$ cat config.mk
export PLATFORM = sky130hd
export DESIGN_NAME = datapath_sequencer
export DESIGN_NICKNAME = d
export VERILOG_FILES = /design/src/rtl/riscv_ctrl_pkg.sv /design/src/rtl/mem_wait_timer.sv /design/src/rtl/datapath_sequencer.sv
export SDC_FILE = /design/constraint.sdc
export NUM_CORES = 1
export LEC_CHECK = 0
export ABC_AREA = 1
export CORE_MARGIN = 1.5
export CORE_UTILIZATION = 30
export CTS_CLUSTER_SIZE = 40
export DETAILED_ROUTE_END_ITERATION = 12
export GPL_TIMING_DRIVEN = 0
export MAX_ROUTING_LAYER = met4
export SYNTH_ARGS = -nofsm -noshare
export SYNTH_HDL_FRONTEND = slang
export SYNTH_SLANG_ARGS = --single-unit
$ cat constraint.sdc
create_clock -name clk -period 2.9 [get_ports clk]
set_input_delay 0.435 -clock clk [delete_from_list [all_inputs] [get_ports clk]]
set_output_delay 0.435 -clock clk [all_outputs]
set_load 0.05 [all_outputs]
$ cat src/rtl/riscv_ctrl_pkg.sv
// riscv_ctrl_pkg: shared state encoding, opcode constants and ALU codes for the datapath sequencer
package riscv_ctrl_pkg;
  typedef enum logic [2:0] {IDLE, FETCH, DECODE, EXECUTE, MEM, WRITEBACK, HALT} state_e;
  localparam logic [6:0] OP_R      = 7'b0110011;
  localparam logic [6:0] OP_I      = 7'b0010011;
  localparam logic [6:0] OP_LOAD   = 7'b0000011;
  localparam logic [6:0] OP_STORE  = 7'b0100011;
  localparam logic [6:0] OP_BRANCH = 7'b1100011;
  localparam logic [1:0] ALU_ADD = 2'b00;
  localparam logic [1:0] ALU_BR  = 2'b01;
  localparam logic [1:0] ALU_FN  = 2'b10;
  function automatic logic is_legal(input logic [6:0] op);
    return op inside {OP_R, OP_I, OP_LOAD, OP_STORE, OP_BRANCH};
  endfunction
endpackage

$ cat src/rtl/mem_wait_timer.sv
// mem_wait_timer: counts consecutive not-ready cycles and flags the last one allowed
module mem_wait_timer #(
  parameter int MEM_TIMEOUT = 16
) (
  input  logic clk,
  input  logic rst_n,
  input  logic clear_i,
  input  logic en_i,
  output logic timeout_o
);
  localparam int W = $clog2(MEM_TIMEOUT + 1);
  logic [W-1:0] cnt_q;
  always_ff @(posedge clk or negedge rst_n) begin
    if (!rst_n) cnt_q <= '0;
    else if (clear_i) cnt_q <= '0;
    else if (en_i) cnt_q <= cnt_q + 1'b1;
  end
  // fires during the MEM_TIMEOUT-th waiting cycle, so the caller can still let mem_ready win
  assign timeout_o = en_i && (cnt_q == W'(MEM_TIMEOUT - 1));
endmodule

$ cat src/rtl/datapath_sequencer.sv
// datapath_sequencer: multi-cycle fetch/decode/execute/mem/writeback control FSM
module datapath_sequencer
  import riscv_ctrl_pkg::*;
#(
  parameter int CNT_W       = 32,
  parameter int MEM_TIMEOUT = 16
) (
  input  logic             clk,
  input  logic             rst_n,
  input  logic             start_i,
  input  logic             stop_i,
  input  logic [6:0]       opcode_i,
  input  logic             mem_ready_i,
  output logic             pc_write_o,
  output logic             ir_write_o,
  output logic             reg_write_o,
  output logic             alu_src_o,
  output logic             mem_to_reg_o,
  output logic             mem_read_o,
  output logic             mem_write_o,
  output logic [1:0]       alu_op_o,
  output logic             branch_o,
  output logic             busy_o,
  output logic             illegal_o,
  output logic             bus_error_o,
  output logic [CNT_W-1:0] instr_count_o
);
  state_e           state_q, state_d, next_instr;
  logic [6:0]       op_q, op_d;
  logic [CNT_W-1:0] cnt_q, cnt_d;
  logic             illegal_q, illegal_d, bus_err_q, bus_err_d;
  logic             tmr_en, timeout, retire, is_load, is_ldst, is_br;
  assign tmr_en     = (state_q inside {FETCH, MEM}) && !mem_ready_i;
  assign is_load    = op_q == OP_LOAD;
  assign is_ldst    = is_load || op_q == OP_STORE;
  assign is_br      = op_q == OP_BRANCH;
  assign next_instr = stop_i ? IDLE : FETCH;
  mem_wait_timer #(.MEM_TIMEOUT(MEM_TIMEOUT)) u_timer (
    .clk       (clk),
    .rst_n     (rst_n),
    .clear_i   (!tmr_en),
    .en_i      (tmr_en),
    .timeout_o (timeout)
  );
  always_ff @(posedge clk or negedge rst_n) begin
    if (!rst_n) begin
      state_q   <= IDLE;
      op_q      <= '0;
      cnt_q     <= '0;
      illegal_q <= 1'b0;
      bus_err_q <= 1'b0;
    end else begin
      state_q   <= state_d;
      op_q      <= op_d;
      cnt_q     <= cnt_d;
      illegal_q <= illegal_d;
      bus_err_q <= bus_err_d;
    end
  end
  always_comb begin
    state_d      = state_q;
    op_d         = op_q;
    illegal_d    = illegal_q;
    bus_err_d    = bus_err_q;
    retire       = 1'b0;
    pc_write_o   = 1'b0;
    ir_write_o   = 1'b0;
    reg_write_o  = 1'b0;
    alu_src_o    = 1'b0;
    mem_to_reg_o = 1'b0;
    mem_read_o   = 1'b0;
    mem_write_o  = 1'b0;
    alu_op_o     = ALU_ADD;
    branch_o     = 1'b0;
    case (state_q)
      IDLE: state_d = (start_i && !stop_i) ? FETCH : IDLE;
      FETCH: begin
        mem_read_o = 1'b1;
        pc_write_o = mem_ready_i;
        ir_write_o = mem_ready_i;
        state_d    = mem_ready_i ? DECODE : timeout ? HALT : FETCH;
        bus_err_d  = bus_err_q || timeout;
      end
      DECODE: begin
        op_d      = opcode_i;
        state_d   = is_legal(opcode_i) ? EXECUTE : HALT;
        illegal_d = illegal_q || !is_legal(opcode_i);
      end
      EXECUTE: begin
        alu_op_o  = is_br ? ALU_BR : is_ldst ? ALU_ADD : ALU_FN;
        alu_src_o = is_ldst || op_q == OP_I;
        branch_o  = is_br;
        retire    = is_br;
        state_d   = is_br ? next_instr : is_ldst ? MEM : WRITEBACK;
      end
      MEM: begin
        mem_read_o  = is_load;
        mem_write_o = !is_load;
        retire      = mem_ready_i && !is_load;
        state_d     = mem_ready_i ? (is_load ? WRITEBACK : next_instr) : timeout ? HALT : MEM;
        bus_err_d   = bus_err_q || timeout;
      end
      WRITEBACK: begin
        reg_write_o  = 1'b1;
        mem_to_reg_o = is_load;
        retire       = 1'b1;
        state_d      = next_instr;
      end
      HALT: begin
        state_d   = start_i ? FETCH : HALT;
        illegal_d = illegal_q && !start_i;
        bus_err_d = bus_err_q && !start_i;
      end
      default: state_d = IDLE;
    endcase
  end
  assign cnt_d         = cnt_q + CNT_W'(retire);
  assign busy_o        = state_q != IDLE && state_q != HALT;
  assign illegal_o     = illegal_q;
  assign bus_error_o   = bus_err_q;
  assign instr_count_o = cnt_q;
endmodule
# --- Word-level counts from Yosys, hierarchy flattened ---
# Index checks and enable logic that the tools add are counted.
totals:
  regBits: 49
  out_inout_bits: 45
  input_bits: 12
op_classes:
  n_eq_ne: 17
  add_sub_neg: 2
  muxes: 26
  reduce_logical: 23
ops:
  columns: ["operator", "n"]
  rows:
  - ["$add 32x1->32", 1]
  - ["$eq 7x6->1 const B", 3]
  - ["$mux 3", 7]
  - ["$pmux 3 s7", 1]
  - ["$eq 7x2->1 const B", 2]
  - ["$eq 7x5->1 const B", 2]
  - ["$eq 7x7->1 const B", 2]
  - ["$eq 3x3->1 const B", 3]
  - ["$mux 1", 9]
  - ["$mux 2", 4]
  - ["$logic_and 1x1->1", 7]
  - ["$eq 3x2->1 const B", 2]
  - ["$pmux 1 s2", 3]
  - ["$reduce_bool 2->1", 3]
  - ["$add 5x1->5 const B", 1]
  - ["$eq 5x4->1 const B", 1]
  - ["$logic_not 1->1", 5]
  - ["$mux 5", 1]
  - ["$reduce_bool 5->1", 1]
  - ["$logic_or 1x1->1", 4]
  - ["$eq 3x1->1 const B", 1]
  - ["$logic_not 3->1", 1]
  - ["$ne 3x3->1 const B", 1]
  - ["$pmux 1 s3", 1]
  - ["2 further kinds", 2]

# --- Longest topological paths before layout ---
# Gate-level depths: netlist of the first run.
logic_depth:
  word_depth: 7
  mapped_depth: 15
  mapped_depth_nobuf: 15

# --- Hierarchy ---
# Synthesis of the first run repeated with hierarchy kept, for this count alone.
unflattened:
  cells_unflattened: 363
  hier_area_um2: 2747.6
by_module_without_submodules:
  columns: ["mod", "cells_each", "instances", "area_each_um2"]
  rows:
  - ["datapath_sequencer", 330, 1, 2472.4]
  - ["mem_wait_timer", 33, 1, 275.3]

# --- Least setup slack after synthesis of the first run ---
# Ideal clock, no wire load.
synth_path:
  path_kind: "flip-flop to flip-flop"
  start: "register state_q[1]"
  end: "register cnt_q[18] (netlist: instr_count_o[18])"
  path_stages_with_launch: 15
  setup_slack_ns: 0.551
  arrival_ns: 2.229
  n_path_buf: 0
  setup_time_ns: 0.120
  path_cell_list: "dfrtp_1 > nor2_2 > nand2_1 > inv_1 > a21oi_1 > o21ai_0 > ha_1 > ha_1 > nand3_2 > inv_2 > nand2_2 > nor3_2 > nand2_1 > nand2_1 > nand2_1"
synth_via:
  elab_chain_len: 3
synth_rtl:
  columns: ["element", "line", "source"]
  rows:
  - ["start, declared", "datapath_sequencer.sv:28", "state_e state_q, state_d, next_instr;"]
  - ["start signal, assigned", "datapath_sequencer.sv:53", "state_q <= state_d;"]
  - ["$eq 3x3->1 / $eq 3x2->1 (equally long branches)", "datapath_sequencer.sv:75", "case (state_q)"]
  - ["$pmux 1 s3 (*)", "datapath_sequencer.sv:75", null]
  - ["$add 32x1->32 (*)", "datapath_sequencer.sv:117", "assign cnt_d = cnt_q + CNT_W'(retire);"]
  - ["named net cnt_d[18]", "datapath_sequencer.sv:30", "logic [CNT_W-1:0] cnt_q, cnt_d;"]
  - ["end signal, assigned", "datapath_sequencer.sv:55", "cnt_q <= cnt_d;"]
  - ["end, declared", "datapath_sequencer.sv:30", null]
# Mark *: on every way through the listed nets, which the timed path passes. The rest lies on a longest branch.
# A chain may end at the register's enable or synchronous reset.

# --- Worst setup path in the final report of the first run ---
layout_path:
  start: "register op_q[2]"
  end: "output port alu_op_o[0]"
layout_via:
  elab_chain_len: 3
layout_rtl:
  columns: ["element", "line", "source"]
  rows:
  - ["start, declared", "datapath_sequencer.sv:29", "logic [6:0] op_q, op_d;"]
  - ["start signal, assigned", "datapath_sequencer.sv:54", "op_q <= op_d;"]
  - ["$eq 7x7->1", "datapath_sequencer.sv:36", "assign is_br = op_q == OP_BRANCH;"]
  - ["$mux 2", "datapath_sequencer.sv:90", "alu_op_o = is_br ? ALU_BR : is_ldst ? ALU_ADD : ALU_FN;"]
  - ["$mux 2", "datapath_sequencer.sv:75", null]
  - ["end, declared", "datapath_sequencer.sv:21", "output logic [1:0] alu_op_o,"]
# Every way passes these cells.

==> results of run 1 <==
## sequential cells by signal (all words and copies together) (netlist names)
signal	count
instr_count_o	32
illegal_o	1
bus_error_o	1
state_q	3
u_timer.cnt_q	5
op_q	7
## metrics by stage
step	instances	TNS, ns
after floorplan	373	0
after detailed placement	538	0
after global routing	546	0
after CTS	546	0
final	546	0
after global placement	537	-3.413
## kinds of logic (layout without fill, tap and decap cells)
family / after synthesis / count (layout) / share of synthesized area (%)
xor gates and xnor gates: 16 / 16 / 5.070
and+or+nand+nor: 244 / 244 / 39.11
AOI/OAI and AO/OA: 17 / 17 / 3.486
adders and majority gates: 4 / 4 / 1.811
buffers and inverters: 43 / 108 / 6.156
DFF: 49 / 49 / 44.36
## layer usage
layer / track usage (%) / wire length [um] / vias up
met2: 23.71 / 3148 / 63
met3: 2.979 / 291 / 12
met1: 18.67 / 3170 / 1159
met5: - / 0 / -
met4: 4.286 / 110 / 0
li1: - / - / 1288
## worst reg2reg max path, cell delays in order (launching register included)
cell and delay [ns]:
dfrtp_1 0.42, nor2_1 0.19, nand2_1 0.16, nor2_1 0.19
a21oi_1 0.11, o21ai_0 0.10, ha_1 0.29, ha_1 0.25
nand3_2 0.19, nor3_2 0.36, nand2_1 0.09, nand2_1 0.06
nand2_1 0.04
## placed cells by master (no fill, tap or decap), types with 2 or more instances in the layout
master,Yosys,routed
inv_2,4,4
nand2_2,2,2
buf_2,1,2
o21ai_0,8,8
buf_4,2,2
nand3b_1,9,9
dfrtp_1,49,49
nand3_1,13,13
xor2_1,13,13
nor2_4,2,2
nor2_2,5,5
nand2_1,134,134
nor3_1,7,7
inv_1,36,36
nor2_1,58,58
nor3_2,4,4
clkbuf_8,0,6
nand3_2,2,2
xnor2_1,3,3
clkdlybuf4s50_1,0,54
nand4_1,4,4
ha_1,4,4
a21oi_1,4,4
## power by group through the flow
| stage | Sequential (uW) | Combinational [uW] | Clock [uW] |
|---|---|---|---|
| 2_1_floorplan | 1060 | 412 | 0 |
| 6_report | 908 | 830 | 499 |
| 5_1_grt | 929 | 910 | 547 |
| 4_1_cts | 909 | 842 | 521 |
| 3_5_place_dp | 920 | 840 | 0 |
| 3_3_place_gp | 917 | 824 | 0 |
## final cells by class
| type | count | area [um2] |
|---|---|---|
| Fill cell | 942 | 5213 |
| Buffer | 3 | 20.02 |
| Inverter | 40 | 150.1 |
| Tap cell | 108 | 135.1 |
| Timing Repair Buffer | 57 | 578.1 |
| Sequential cell | 49 | 1226 |
| Clock inverter | 1 | 30.03 |
| Clock buffer | 7 | 86.33 |
| Multi-Input combinational cell | 281 | 1368 |
## path summary, 6_finish.rpt
check                                           startpoint                           to  slack [ns]  cells past startpoint
worst min register to register  u_timer.cnt_q[0]$_DFF_PN0_   u_timer.cnt_q[0]$_DFF_PN0_        0.46                      1
worst max register to register        state_q[1]$_DFF_PN0_  instr_count_o[30]$_DFF_PN0_        0.35                     12
min in group clk                u_timer.cnt_q[0]$_DFF_PN0_   u_timer.cnt_q[0]$_DFF_PN0_        0.46                      1
worst min-delay path                                 rst_n   instr_count_o[7]$_DFF_PN0_        0.04                      1
max in group asynchronous                            rst_n  instr_count_o[21]$_DFF_PN0_        2.37                      2
worst max-delay path                   op_q[2]$_DFFE_PN0P_                  alu_op_o[0]        0.22                      7
## what timing repair did
| item | in CTS | in global routing |
|---|---|---|
| resized for setup | 0 | 1 |
| hold buffers | 0 | 0 |
| endpoints found under the setup margin | 0 | 1 |
==> impl_results.md, run 1 <==
* Initial drt markers at 65
* Worst slew pin tran at 0.5157 ns
* Failing checks: design-rule violations
* Core area at 8806 um2
* Synth top area share at 44.36%
* Clock Sinks at 49
* Fin crit period at 2.684 ns
* Yosys warning count at 0
* Vias per cell at 4.619
* Leak at 0.001636 uW
* Power after layout at 2238 uW
* Total power divided by cell area at 622.8 nW/um2
* Synth Flop Type: dfrtp_1
* Share of power burned in registers at 40.6%
* Switching pwr at 884.7 uW
* Top cell type by total area after synthesis: dfrtp_1
* CTS clk-pin slew, worst paths at 0.09 ns
* Via count at 2522
* Port Buffers at 56
* Clock Tree Root: clkbuf_8
* Setup Fix Bufs, Post-CTS at 0
* MaxCap Viol Count at 0
* Core Util, Final at 40.81%
* Post-synthesis sequential area ratio at 44.36%
* Syn Std Cell Area at 2764 um2
* First-pass GRT wire length at 11310 um
* Core Rows at 34
* Total GRT Usage at 14.69%
* Synth top area cells: dfrtp_1, nand2_1, nor2_1
* Count of final setup violators at 0
* Initial antenna violation count at 0
* Gate count of the mapped netlist at 373
* Clk_lat worst skew at 0.30 ns
* Largest net degree at the start of global routing at 36
* Nets@finish at 453
* Vias in the first global route at 2454
* CP delay by family, top: buffers and inverters
* TritonCTS clock tree: done
* Worst setup EP type: output port
* Die area at 9798 um2
* Critical-path cell list: inv_1 > nand2_1 > nor2_1 > nand2_1 > nor2_1 > buf_4 > clkdlybuf4s50_1
* Placed cell areas at 3475 um2
* Initial Utilization at 31.39%
* Clock skew at 0.004475 ns
* CP Class: reg2out
* Pint at 1353 uW
* DR DRC count at 6
* CP Max Fanout at 5
* Syn_nets at 389
* Number of synthesized flops with an enable pin at 0
* Routability congestion estimate at 0.9078
* Required time worst endpoint at 2.47 ns
* Post-route ant nets at 0
* DPL Wire Length at 5461 um
* Final slew viol count at 0
* Slowest cell delay on critical path at 0.78 ns
* Die W at 98.99 um
* CTS H-tree depth at 2
* Total CTS buffers at 5
* Ys async rst share at 100.0%
* Worst min path class: in2async
* Number of diodes at 0
* Top-count cell post-synth: nand2_1
* Drt wl/cell at 12.31 um
* Finished Cell Area at 3593 um2
* Smallest hold slack at 0.03505 ns
* Total iterations of the first detailed-routing run at 9
* VDD IR-drop max at 496.6 uV
* Rel. slew slack at 65.51%
* Final hold vios at 0
* Gr ovfl total at 0
* Final WS setup at 0.2161 ns
* Fraction of layout cells with a size suffix above 1 at 7.763%
* Final period util at 92.55%
* Clock buffer depth at 2
* Crit path arrival time at 2.25 ns
* Synthesis-stage register bit count at 49
* IO Pins at 57
* Startpoint Class: register
* Fmax at 0.3726 GHz
* Commonest cells in the netlist: nand2_1, nor2_1, dfrtp_1
* CP max stage cell: clkdlybuf4s50_1
* Sw frac at 39.53%
* RSZ-0062 raised after global routing: no
* DP Worst Slack at 0.01087 ns
* Clock power share at 22.3%
* Status: finished, violations left
* Chip height at 98.99 um
* Syn_area_per_cell at 7.410 um2
* CP bufs+invs at 3
* Synth unique cells at 30
* Synth-to-layout area growth at 30.01%
* Logic pwr share at 37.1%
* Drt total wl at 6721 um
Power figures use the tool's default switching activity.
==> run 2: changes to the inputs <==
--- a/config.mk
+++ b/config.mk
@@ -6,12 +6,15 @@
 export NUM_CORES = 1
 export LEC_CHECK = 0
 export ABC_AREA = 1
+export CELL_PAD_IN_SITES_DETAIL_PLACEMENT = 1
+export CELL_PAD_IN_SITES_GLOBAL_PLACEMENT = 1
 export CORE_MARGIN = 1.5
 export CORE_UTILIZATION = 30
 export CTS_CLUSTER_SIZE = 40
 export DETAILED_ROUTE_END_ITERATION = 12
 export GPL_TIMING_DRIVEN = 0
 export MAX_ROUTING_LAYER = met4
+export PLACE_DENSITY_LB_ADDON = 0.1
 export SYNTH_ARGS = -nofsm -noshare
 export SYNTH_HDL_FRONTEND = slang
 export SYNTH_SLANG_ARGS = --single-unit
==> impl_results.md, run 2 (synthesis results as in run 1) <==
* Post-route ant nets at 0 (unchanged)
* Fin crit period at 2.718 ns (was 2.684 ns)
* Largest net degree at the start of global routing at 37 (was 36)
* Worst setup EP type: output port (unchanged)
* CTS H-tree depth at 2 (unchanged)
* Smallest hold slack at 0.02372 ns (was 0.03505 ns)
* Clock Tree Root: clkbuf_8 (unchanged)
* Core area at 8806 um2 (unchanged)
* MaxCap Viol Count at 0 (unchanged)
* CP max stage cell: clkdlybuf4s50_1 (unchanged)
* Worst slew pin tran at 0.5245 ns (was 0.5157 ns)
* Rel. slew slack at 64.93% (was 65.51%)
* DP Worst Slack at -0.03898 ns (was 0.01087 ns)
* Initial antenna violation count at 0 (unchanged)
* Setup Fix Bufs, Post-CTS at 0 (unchanged)
* Core Rows at 34 (unchanged)
* Critical-path cell list: inv_1 > nand2_1 > nor2_1 > nand2_1 > nor2_1 > clkdlybuf4s50_1 (was inv_1 > nand2_1 > nor2_1 > nand2_1 > nor2_1 > buf_4 > clkdlybuf4s50_1)
* Power after layout at 2167 uW (was 2238 uW)
* Drt wl/cell at 13.92 um (was 12.31 um)
* Placed cell areas at 3475 um2 (unchanged)
* Commonest non-fill, non-tap cells in the layout: nand2_1, nor2_1, clkdlybuf4s50_1 (unchanged)
* Required time worst endpoint at 2.47 ns (about the same)
* Final WS setup at 0.1822 ns (was 0.2161 ns)
* Via count at 2552 (was 2522)
* Total power divided by cell area at 606.8 nW/um2 (was 622.8 nW/um2)
* Clock skew at 0.009710 ns (was 0.004475 ns)
* Post-CTS sizing at 0 (unchanged)
* Die area at 9798 um2 (unchanged)
* Nets@finish at 453 (unchanged)
* Final hold vios at 0 (unchanged)
* TritonCTS clock tree: done (unchanged)
* Fraction of layout cells with a size suffix above 1 at 8.009% (was 7.763%)
* RSZ-0062 raised after global routing: no (unchanged)
* Initial drt markers at 71 (was 65)
* Die W at 98.99 um (unchanged)
* CP Class: reg2out (unchanged)
* First-pass GRT wire length at 13380 um (was 11310 um)
* VDD IR-drop max at 237.9 uV (was 496.6 uV)
* Fmax at 0.3679 GHz (was 0.3726 GHz)
* Vias in the first global route at 2805 (was 2454)
* Max reg flops at 32 (unchanged)
* CP Max Fanout at 5 (unchanged)
* Commonest non-fill, non-tap cell in the layout: nand2_1 (unchanged)
* Finished Cell Area at 3571 um2 (was 3593 um2)
* Count of final setup violators at 0 (unchanged)
* Final period util at 93.72% (was 92.55%)
* Initial Utilization at 31.39% (unchanged)
* DPL Wire Length at 6243 um (was 5461 um)
* Post-route insts no fill at 545 (was 546)
* Total CTS buffers at 5 (unchanged)
* Status: finished, violations left (unchanged)
* Clock buffer depth at 2 (unchanged)
* Final slew viol count at 0 (unchanged)
* DR DRC count at 4 (was 6)
* Gr ovfl total at 0 (unchanged)
* Crit path arrival time at 2.28 ns (was 2.25 ns)
* Worst min path class: in2async (unchanged)
* # hold bufs at CTS at 0 (unchanged)
* Total iterations of the first detailed-routing run at 8 (was 9)
* CTS clk-pin slew, worst paths at 0.09 ns (about the same)
* Number of diodes at 0 (unchanged)
* Total GRT Usage at 17.73% (was 14.69%)
* IO Pins at 57 (unchanged)
* Chip height at 98.99 um (unchanged)
* Leak at 0.001639 uW (was 0.001636 uW)
* Port Buffers at 56 (unchanged)
* Synth-to-layout area growth at 29.20% (was 30.01%)
* Routability congestion estimate at 0.8177 (was 0.9078)
* Clk_lat worst skew at 0.30 ns (about the same)
* Slowest cell delay on critical path at 0.84 ns (was 0.78 ns)
* Inst Count DP at 538 (unchanged)
* Vias per cell at 4.683 (was 4.619)
* Startpoint Class: register (unchanged)
* Clock Sinks at 49 (unchanged)
* Drt total wl at 7586 um (was 6721 um)
* Failing checks: design-rule violations (unchanged)
==> run 2: changes by cell type in the layout (fill, tap and decap cells not counted) <==
cell             change
nor2_2               +1
bufinv_16            -1
ha_2                 +1
dlymetal6s2s_1       +1
clkdlybuf4s50_1      -1
ha_1                 -1
nor2_1               -1
==> run 2: metal layers <==
layer | wire length (um) | vias up | share of wire [%] | track usage (%)
met2 | 3922 | 49 | 52 | 31.88
met4 | 84 | 0 | 1.1 | 4.176
met5 | 0 | - | 0 | -
met3 | 232 | 11 | 3.1 | 2.695
met1 | 3347 | 1210 | 44 | 20.77
li1 | - | 1282 | - | -
==> run 2: worst paths after layout <==
path	start	end	slack, ns	cells past startpoint
min in group clk	u_timer.cnt_q[0]$_DFF_PN0_	u_timer.cnt_q[0]$_DFF_PN0_	0.48	1
max in group asynchronous	rst_n	u_timer.cnt_q[1]$_DFF_PN0_	2.35	2
min	rst_n	instr_count_o[19]$_DFF_PN0_	0.02	1
max reg2reg	op_q[2]$_DFFE_PN0P_	instr_count_o[18]$_DFF_PN0_	0.32	14
max	op_q[2]$_DFFE_PN0P_	branch_o	0.18	6
min reg2reg	u_timer.cnt_q[0]$_DFF_PN0_	u_timer.cnt_q[0]$_DFF_PN0_	0.48	1
==> run 2: worst max-delay path: cells and delay by family (launching register included) <==
family / cells / cell delay (ns)
buffers and inverters: 2 / 0.91
flip-flops: 1 / 0.38
AND/OR/NAND/NOR: 4 / 0.70
==> run 2: report_power, final <==
group | switching (uW) | internal [uW] | leakage, uW
Combinational | 567 | 273 | 0.000955
Clock | 226 | 190 | 0.0000443
Sequential | 110 | 801 | 0.000640
==> run 2: layout make-up <==
type / instances / area [um2]
multi-input cells: 281 / 1373
inverters: 40 / 150.1
fillers: 1117 / 5235
repair buffers: 57 / 580.6
plain buffers: 3 / 20.02
well taps: 108 / 135.1
flip-flops and latches: 49 / 1226
clock buffers: 7 / 86.33
==> run 2: metrics by stage <==
step / TNS [ns] / util [%]
floorplan: 0 / -
global placement: -12.09 / 39.29
detailed placement: -0.06559 / 39.46
CTS: 0 / 40.44
global route: 0 / 40.55
finish: 0 / 40.55
